### config.mk
export PLATFORM = sky130hd
export DESIGN_NAME = qspi_fetch_ctrl
export DESIGN_NICKNAME = d
export VERILOG_FILES = /design/src/rtl/qspi_fetch_ctrl.sv
export SDC_FILE = /design/constraint.sdc
export NUM_CORES = 1
export LEC_CHECK = 0
export BUFFER_PORTS_ARGS = -buffer_cell sky130_fd_sc_hd__buf_2
export CORE_ASPECT_RATIO = 0.5
export CORE_MARGIN = 4
export CORE_UTILIZATION = 44
export CTS_CLUSTER_DIAMETER = 150
export DETAILED_ROUTE_END_ITERATION = 10
export PLACE_DENSITY = 0.61
export SYNTH_ARGS = -nofsm -noshare
export SYNTH_HDL_FRONTEND = slang
export SYNTH_SLANG_ARGS = --single-unit
### constraint.sdc
create_clock -name clk -period 3 [get_ports clk]
set_input_delay 0.3 -clock clk [delete_from_list [all_inputs] [get_ports clk]]
set_output_delay 0.3 -clock clk [all_outputs]
set_load 0.01 [all_outputs]
### src/rtl/qspi_fetch_ctrl.sv
// Quad-SPI read sequencer: turns byte requests into command/address/dummy/data flash
// transactions, keeping chip-select low between requests so sequential bytes cost 2 flash clocks.
module qspi_fetch_ctrl #(
   parameter int unsigned          ADDR_BITS     = 24,
   parameter int unsigned          REQ_ADDR_BITS = 13,
   parameter logic [ADDR_BITS-1:0] FLASH_BASE    = '0,
   parameter logic [7:0]           CMD_BYTE      = 8'hEB,
   parameter int unsigned          DUMMY_CYCLES  = 6,
   parameter int unsigned          CS_HIGH_MIN   = 2
) (
   input  logic                     clk,
   input  logic                     rst_n,
   input  logic                     req_valid,
   input  logic [REQ_ADDR_BITS-1:0] req_addr,
   output logic                     req_ready,
   output logic                     rsp_valid,
   output logic [7:0]               rsp_data,
   output logic                     busy,
   output logic                     qspi_sclk,
   output logic                     qspi_select,
   output logic [3:0]               qspi_io_out,
   output logic [3:0]               qspi_io_oe,
   input  logic [3:0]               qspi_io_in
);

   localparam logic [7:0] E_ADDR  = 8'd8;
   localparam logic [7:0] E_DUMMY = 8'(8 + ADDR_BITS / 4);
   localparam logic [7:0] E_DATA  = 8'(8 + ADDR_BITS / 4 + DUMMY_CYCLES);
   localparam logic [7:0] E_END   = 8'(8 + ADDR_BITS / 4 + DUMMY_CYCLES + 2);

   typedef enum logic [2:0] {
      DESEL,
      IDLE,
      CMD,
      ADDR,
      DUMMY,
      DATA,
      HOLD
   } state_t;

   state_t                 state_q, state_d;
   logic [7:0]             hold_cnt_q, hold_cnt_d;
   logic [7:0]             edge_q, edge_d;
   logic [ADDR_BITS-1:0]   addr_q, addr_d;
   logic [ADDR_BITS-1:0]   sh_q, sh_d;
   logic [7:0]             data_sr_q, data_sr_d;
   logic                   sclk_q, sclk_d;
   logic                   sel_q, sel_d;
   logic [3:0]             io_out_q, io_out_d;
   logic [3:0]             io_oe_q, io_oe_d;
   logic                   rsp_valid_q, rsp_valid_d;
   logic [7:0]             rsp_data_q, rsp_data_d;
   logic                   pend_q, pend_d;

   logic [ADDR_BITS-1:0]   req_flash;
   logic [ADDR_BITS-1:0]   start_addr;
   logic                   start;
   logic                   accept;
   logic [7:0]             nxt_edge;

   assign req_flash   = FLASH_BASE + ADDR_BITS'(req_addr);
   assign req_ready   = (state_q == IDLE) || (state_q == HOLD);
   assign accept      = req_valid && req_ready;
   assign busy        = pend_q || (state_q == CMD) || (state_q == ADDR) ||
                        (state_q == DUMMY) || (state_q == DATA);
   assign rsp_valid   = rsp_valid_q;
   assign rsp_data    = rsp_data_q;
   assign qspi_sclk   = sclk_q;
   assign qspi_select = sel_q;
   assign qspi_io_out = io_out_q;
   assign qspi_io_oe  = io_oe_q;

   always_ff @(posedge clk or negedge rst_n) begin
      if (!rst_n) begin
         state_q     <= DESEL;
         hold_cnt_q  <= 8'(CS_HIGH_MIN);
         edge_q      <= '0;
         addr_q      <= '0;
         sh_q        <= '0;
         data_sr_q   <= '0;
         sclk_q      <= 1'b0;
         sel_q       <= 1'b1;
         io_out_q    <= '0;
         io_oe_q     <= '0;
         rsp_valid_q <= 1'b0;
         rsp_data_q  <= '0;
         pend_q      <= 1'b0;
      end else begin
         state_q     <= state_d;
         hold_cnt_q  <= hold_cnt_d;
         edge_q      <= edge_d;
         addr_q      <= addr_d;
         sh_q        <= sh_d;
         data_sr_q   <= data_sr_d;
         sclk_q      <= sclk_d;
         sel_q       <= sel_d;
         io_out_q    <= io_out_d;
         io_oe_q     <= io_oe_d;
         rsp_valid_q <= rsp_valid_d;
         rsp_data_q  <= rsp_data_d;
         pend_q      <= pend_d;
      end
   end

   always_comb begin
      state_d     = state_q;
      hold_cnt_d  = hold_cnt_q;
      edge_d      = edge_q;
      addr_d      = addr_q;
      sh_d        = sh_q;
      data_sr_d   = data_sr_q;
      sclk_d      = sclk_q;
      sel_d       = sel_q;
      io_out_d    = io_out_q;
      io_oe_d     = io_oe_q;
      rsp_valid_d = 1'b0;
      rsp_data_d  = rsp_data_q;
      pend_d      = pend_q;
      start       = 1'b0;
      start_addr  = req_flash;
      nxt_edge    = edge_q + 8'd1;

      case (state_q)
         DESEL: begin
            if (hold_cnt_q <= 8'd1) begin
               if (pend_q) begin
                  start      = 1'b1;
                  start_addr = addr_q;
                  pend_d     = 1'b0;
               end else begin
                  state_d = IDLE;
               end
            end else begin
               hold_cnt_d = hold_cnt_q - 8'd1;
            end
         end
         IDLE: begin
            if (accept) start = 1'b1;
         end
         HOLD: begin
            if (accept) begin
               addr_d = req_flash;
               if (req_flash == addr_q + 1'b1) begin
                  state_d = DATA;
                  edge_d  = E_DATA;
               end else begin
                  // Non-sequential: keep the address and replay the full transaction after deselect
                  state_d    = DESEL;
                  sel_d      = 1'b1;
                  hold_cnt_d = 8'(CS_HIGH_MIN);
                  pend_d     = 1'b1;
               end
            end
         end
         CMD, ADDR, DUMMY, DATA: begin
            if (!sclk_q) begin
               sclk_d = 1'b1;
               if (state_q == DATA) data_sr_d = {data_sr_q[3:0], qspi_io_in};
            end else begin
               // Falling edge: advance to the next rising-edge index and set up its outputs
               sclk_d = 1'b0;
               edge_d = nxt_edge;
               if (nxt_edge < E_ADDR) begin
                  io_out_d = {3'b000, CMD_BYTE[~nxt_edge[2:0]]};
               end else if (nxt_edge < E_DUMMY) begin
                  state_d  = ADDR;
                  io_oe_d  = '1;
                  io_out_d = sh_q[ADDR_BITS-1 -: 4];
                  sh_d     = sh_q << 4;
               end else if (nxt_edge < E_DATA) begin
                  state_d  = DUMMY;
                  io_oe_d  = '0;
                  io_out_d = '0;
               end else if (nxt_edge < E_END) begin
                  state_d  = DATA;
                  io_oe_d  = '0;
                  io_out_d = '0;
               end else begin
                  state_d     = HOLD;
                  rsp_valid_d = 1'b1;
                  rsp_data_d  = data_sr_q;
               end
            end
         end
         default: state_d = DESEL;
      endcase

      if (start) begin
         state_d  = CMD;
         sel_d    = 1'b0;
         sclk_d   = 1'b0;
         edge_d   = '0;
         addr_d   = start_addr;
         sh_d     = start_addr;
         io_out_d = {3'b000, CMD_BYTE[7]};
         io_oe_d  = 4'b0001;
      end
   end

endmodule
==> results of run 1 <==
## layer usage
metal  global-route usage (%)  part of all wire (%)
met1                     28.7                    50
met2                     29.7                    44
met3                     4.51                   5.6
met4                     3.73                   1.0
met5                        0                     0
## report_power, final
| part | total [mW] | internal [mW] | switching, mW | leakage (nW) |
|---|---|---|---|---|
| combinational | 2.12 | 0.943 | 1.18 | 1.41 |
| sequential | 2.15 | 1.70 | 0.444 | 1.19 |
| clock | 1.16 | 0.597 | 0.567 | 0.151 |
| total | 5.43 | 3.24 | 2.19 | 2.75 |
## worst max-delay path: stages, from the launching register on
cell      delay [ps]
dfrtp_1          450
ha_1             230
nand3_2          190
or4b_1           520
o211ai_1         110
a21oi_1          140
nor4_4           370
a31oi_1          300
a211o_1          360
## placed cells by master (no fill, tap or decap), types with 13 or more instances in the layout
cell     instances
a31oi_1         24
and3_1          13
buf_2           39
buf_4           18
dfrtp_1         91
inv_1           14
mux2_2          21
nand2_1         92
nand3_1         23
nor2_1          35
o21ai_0         31
xnor2_1         22
## registers in the layout (all words and copies together), names as in the netlist, 2 cells and up
name         count
data_sr_q        8
qspi_io_out      4
addr_q          24
sh_q            24
hold_cnt_q       8
rsp_data         8
state_q          3
qspi_io_oe       2
edge_q           8
## path summary, 6_finish.rpt
check | from | end | slack, ps | cells past startpoint
worst max-delay path | addr_q[0]$_DFFE_PN0P_ | edge_q[7]$_DFFE_PN0P_ | 200 | 8
worst min-delay path | rst_n | hold_cnt_q[4]$_DFFE_PN0P_ | 40 | 1
worst max register to register | addr_q[0]$_DFFE_PN0P_ | edge_q[7]$_DFFE_PN0P_ | 200 | 8
worst min register to register | sh_q[23]$_DFFE_PN0P_ | sh_q[23]$_DFFE_PN0P_ | 480 | 2
max in group asynchronous | rst_n | addr_q[16]$_DFFE_PN0P_ | 2170 | 2
min in group clk | qspi_io_in[2] | data_sr_q[2]$_DFFE_PN0P_ | 180 | 2
## cell usage after synthesis, types with 6 or more instances
cell      number  area, um^2
xnor2_1       22         193
xor2_1         9        78.8
clkbuf_1      22        82.6
nand4_1        7        43.8
nor4_1        11        68.8
a21oi_1       11        55.1
o21ai_0       31         155
buf_2         10        50.1
nand2_1       93         349
nand3_1       23         115
and2_1        11        68.8
dfrtp_1       91        2280
inv_1         14        52.6
ha_1           6        75.1
mux2_2        21         236
nor3_1        12        60.1
and3_1        13        81.3
nor2_1        35         131
or2_2          7        43.8
a31oi_1       25         156
mux2i_1        9        90.1
o31ai_1       12        90.1
a22oi_1       11        82.6
## logic make-up after synthesis
family | after synthesis
AO/OA/AOI/OAI | 124
XOR/XNOR | 31
adder cells (fa/ha/maj) | 6
buffers and inverters | 49
flip-flops | 93
multiplexers | 31
AND/OR/NAND/NOR | 242
## through the flow
step | hold WS [ps] | worst slack (ps) | util [%]
final | 37.1 | 200 | 51.1
after global routing | 111 | 8.78 | 51.1
after CTS | 74.5 | 178 | 51.1
after detailed placement | 448 | 183 | 48.5
after global placement | 437 | 274 | 48.5
after floorplan | 4.41 | 472 | -
## cell type report
type	instances	area [um^2]	share of cell area [%]
Clock buffer	9	225	3.73
Clock inverter	7	86.3	1.43
Inverter	14	52.6	0.870
Multi-Input combinational cell	434	2790	46.2
Sequential cell	93	2330	38.6
Tap cell	165	206	3.42
Timing Repair Buffer	58	350	5.80
==> flow_metrics.tcl, run 1 <==
set metrics [dict create \
    status "finished, final reports clean" \
    via_count 4396 \
    setup_tns_ps 0 \
    antenna-diode-count 0 \
    antenna_found_initial 0 \
    setup_viol 0 \
    num_rows 28 \
    hp-class "input pin to async pin" \
    netlist_instances 576 \
    synth_edf_count 0 \
    hold_violations 0 \
    synth_cell_types 66 \
    ys_warn_count 0 \
    leakagePower_nw 2.75 \
    grt_pass1_wl_mm 22.0 \
    grt.overflow.total 0 \
    drive_above_1_share_pct 20.5 \
    dp.cells 764 \
    max-slew-margin-rel_pct 41.7 \
    wire_per_inst_um 16.5 \
    timing.fmax_ghz 0.357 \
    tritoncts "done" \
    area_growth_pct 13.9 \
    post_cts_buffers 0 \
    gp_congestion 0.822 \
    worst-setup-path-type "flip-flop to flip-flop" \
    core_um2 11800 \
    fin_nets 636 \
    crit_arrival_ps 3030 \
    ir_drop_uv 436 \
    die-area_um2 14000 \
    ys_seq_area_share_pct 43.9 \
    start_util_pct 44.9 \
    die_y_um 85.6 \
    period_minus_slack_ps 2800 \
    ant_nets 0 \
    cp.required_ps 3230 \
    clk_path_buf_depth 2 \
    n_fill_cell 1134 \
    holdBufCountCts 0 \
    fin_crit_sh_pct 93.3 \
    synth_fp_nets 602 \
    tightest_slew_ps 869 \
    final_max_slew_viol_count 0 \
    synthFlopType "dfrtp_1" \
    io_buffers 40 \
    syn_area_per_cell_um2 9.20 \
    drt-pass1-iter-count 4 \
    finalNonFillerCells 780 \
    post_dp_cell_area_um2 5720 \
    synth_top_family_by_area "simple AND/OR/NAND/NOR gates" \
    clock_sinks 93 \
    rsz0062_at_grt "false" \
    ys_ff_latch 93 \
    async_flop_share_pct 100 \
    p_per_area_nw_per_um2 900 \
    final_area_um2 6040 \
    dp_hpwl_mm 9.20 \
    cap_violations 0 \
    synth-xor-area-share_pct 5.12 \
    critPathMaxFanout 9 \
    remaining_drc_errors 0 \
    grt_use_total_pct 19.5 \
    grt_pass1_vias 4262 \
    ctsResizeCount 0 \
    synth-compound-area-share_pct 15.6 \
    clk_latency_ps 350 \
    grt_max_degree 61 \
    drtIter0Drc 262 \
    cts_root_buf "clkbuf_16" \
    wl_mm 12.8 \
    numCtsBuffers 9 \
    htree_num_levels 3 \
    pin_count 41 \
    clkSlewWorstSetupHoldPaths_ps 80 \
    endpoint_kind "flip-flop" \
    synth_fa_ha_area_share_pct 1.42 \
    power_mw 5.43 \
    die_x_um 163 \
    clock_skew_ps 13.7 \
    syn-cell-area_um2 5300 \
    synthSimpleGateAreaFrac_pct 23.6 \
    startpoint_type "flip-flop" \
    synthMuxAreaShare_pct 6.44 \
    vias_per_cell 5.64 \
]
No activity file was read; power rests on OpenSTA's default activity.
==> run 2: changes to the inputs <==
- CORE_UTILIZATION: 44 -> 45
- PLACE_DENSITY: 0.61 -> 0.63
==> run 2 against run 1 <==
Against the previous run: combinational power barely moved; clock-buffer cell count did not move; core utilization rose by 2.7 points; largest cell class unchanged; largest power group unchanged; critical path type unchanged; final area rose by 0.29%.
==> flow_metrics.tcl, run 2 (synthesis results as in run 1) <==
set metrics [dict create \
    status "finished, final reports clean" \
    clkSlewWorstSetupHoldPaths_ps 80 \
    die_x_um 161 \
    via_count 4441 \
    grt_max_degree 46 \
    drt-pass1-iter-count 5 \
    grt_pass1_wl_mm 22.1 \
    rr_endpoint "edge_q[7]$_DFFE_PN0P_" \
    n_fill_cell 1026 \
    worst_slack_ps 289 \
    critPathBufInv 1 \
    dp_hpwl_mm 9.33 \
    grt_use_total_pct 19.9 \
    vias_per_cell 5.73 \
    min_delay_path_depth 2 \
    num_rows 27 \
    leakagePower_nw 2.76 \
    final_area_um2 6060 \
    hp-class "input pin to flip-flop" \
    period_minus_slack_ps 2710 \
    numCtsBuffers 9 \
    setup_viol 0 \
    tritoncts "done" \
    startpoint_type "flip-flop" \
    worstReg2RegStart "hold_cnt_q[2]$_DFFE_PN0P_" \
    clock_sinks 93 \
    antenna-diode-count 0 \
    cap_violations 0 \
    critPathMaxFanout 10 \
    clk_latency_ps 350 \
    die_y_um 84.8 \
    reg_top3 "addr_q (24), sh_q (24)" \
    worst-setup-path-type "flip-flop to flip-flop" \
    hp-start "qspi_io_in[2]" \
    p_per_area_nw_per_um2 900 \
    cpPeakStageDelay_ps 560 \
    wire_per_inst_um 16.6 \
    r2r_slack_ps 290 \
    antenna_found_initial 0 \
    cts_root_buf "clkbuf_16" \
    fin_crit_sh_pct 90.4 \
    tightest_slew_ps 781 \
    crit_slowest_cell "or4_4" \
    ant_nets 0 \
    post_dp_cell_area_um2 5730 \
    endpoint_kind "flip-flop" \
    core_um2 11200 \
    grt_pass1_vias 4256 \
    fin_nets 637 \
    r2r_cells 7 \
    path_cells "or4_4 -> nor4_2 -> and3_1 -> buf_4 -> o21a_1 -> a31oi_1 -> a211o_1" \
    timing.fmax_ghz 0.369 \
    dpl_worst_slack_ps 255 \
    hold_violations 0 \
    final_max_slew_viol_count 0 \
    die-area_um2 13700 \
    power_mw 5.45 \
    cp.required_ps 3240 \
    area_growth_pct 14.2 \
    ir_drop_uv 358 \
    clock_skew_ps 9.13 \
    wl_mm 12.9 \
    rsz0062_at_grt "false" \
    htree_num_levels 3 \
    crit_arrival_ps 2950 \
    mostFrequentLayoutCells "nand2_1, dfrtp_1, buf_2" \
    grt.overflow.total 0 \
    crit_family "simple AND/OR/NAND/NOR gates" \
    drtIter0Drc 320 \
    remaining_drc_errors 0 \
    gp_congestion 0.888 \
    final_common_cell "nand2_1" \
    io_buffers 40 \
    drive_above_1_share_pct 20.5 \
    min_to "data_sr_q[2]$_DFFE_PN0P_" \
    pin_count 41 \
    start_util_pct 47.1 \
    setup_tns_ps 0 \
    clk_path_buf_depth 2 \
    max-slew-margin-rel_pct 47.6 \
]
run 2: cell count changes in the layout (fill, tap and decap cells not counted), sizes merged:
cell / delta
dlygate4sd3: +1
run 2: how the worst max path moves through the flow:
stage / end / slack (ps) / depth (start not counted) / start
2_1_floorplan: rsp_data[0]$_DFFE_PN0P_ / 470 / 9 / edge_q[0]$_DFFE_PN0P_
3_3_place_gp: rsp_data[1]$_DFFE_PN0P_ / 340 / 8 / edge_q[1]$_DFFE_PN0P_
3_5_place_dp: rsp_data[5]$_DFFE_PN0P_ / 260 / 8 / edge_q[1]$_DFFE_PN0P_
4_1_cts: rsp_data[5]$_DFFE_PN0P_ / 250 / 8 / edge_q[1]$_DFFE_PN0P_
5_1_grt: edge_q[0]$_DFFE_PN0P_ / 80 / 7 / addr_q[4]$_DFFE_PN0P_
6_report: edge_q[7]$_DFFE_PN0P_ / 290 / 7 / hold_cnt_q[2]$_DFFE_PN0P_
run 2: metrics by stage:
| stage | util, % | cells | hold WS [ps] |
|---|---|---|---|
| 6_report | 53.8 | 775 | 172 |
| 2_1_floorplan | - | 576 | 4.41 |
| 4_1_cts | 53.8 | 775 | 164 |
| 3_3_place_gp | 50.9 | 758 | 324 |
| 5_1_grt | 53.8 | 775 | 168 |
| 3_5_place_dp | 50.9 | 758 | 325 |
run 2: cell type report:
cell class	instances	area (um^2)	share of cell area [%]
multi-input cells	434	2790	46.0
well taps	159	199	3.29
clock inverters	7	88.8	1.47
repair buffers	59	373	6.16
clock buffers	9	225	3.72
inverters	14	52.6	0.868
flip-flops and latches	93	2330	38.5
run 2: per-layer routing:
| metal | wire (um) | GRT usage, % | up-vias |
|---|---|---|---|
| met2 | 5600 | 29.3 | 119 |
| met4 | 128 | 4.49 | 0 |
| met3 | 666 | 4.46 | 11 |
| met1 | 6510 | 30.0 | 2168 |
| li1 | - | - | 2143 |
| met5 | 0 | 0 | - |
run 2: power breakdown:
part           internal, mW  total, mW  switching, mW
clock network         0.600       1.16          0.563
logic                 0.940       2.11           1.17
registers              1.70       2.18          0.481
run 2: what timing repair did:
action,in CTS,in global routing
gates resized for setup,0,1
buffers inserted,0,0
endpoints found under the hold margin,41,0
setup endpoints to repair,0,1
hold buffers,1,0
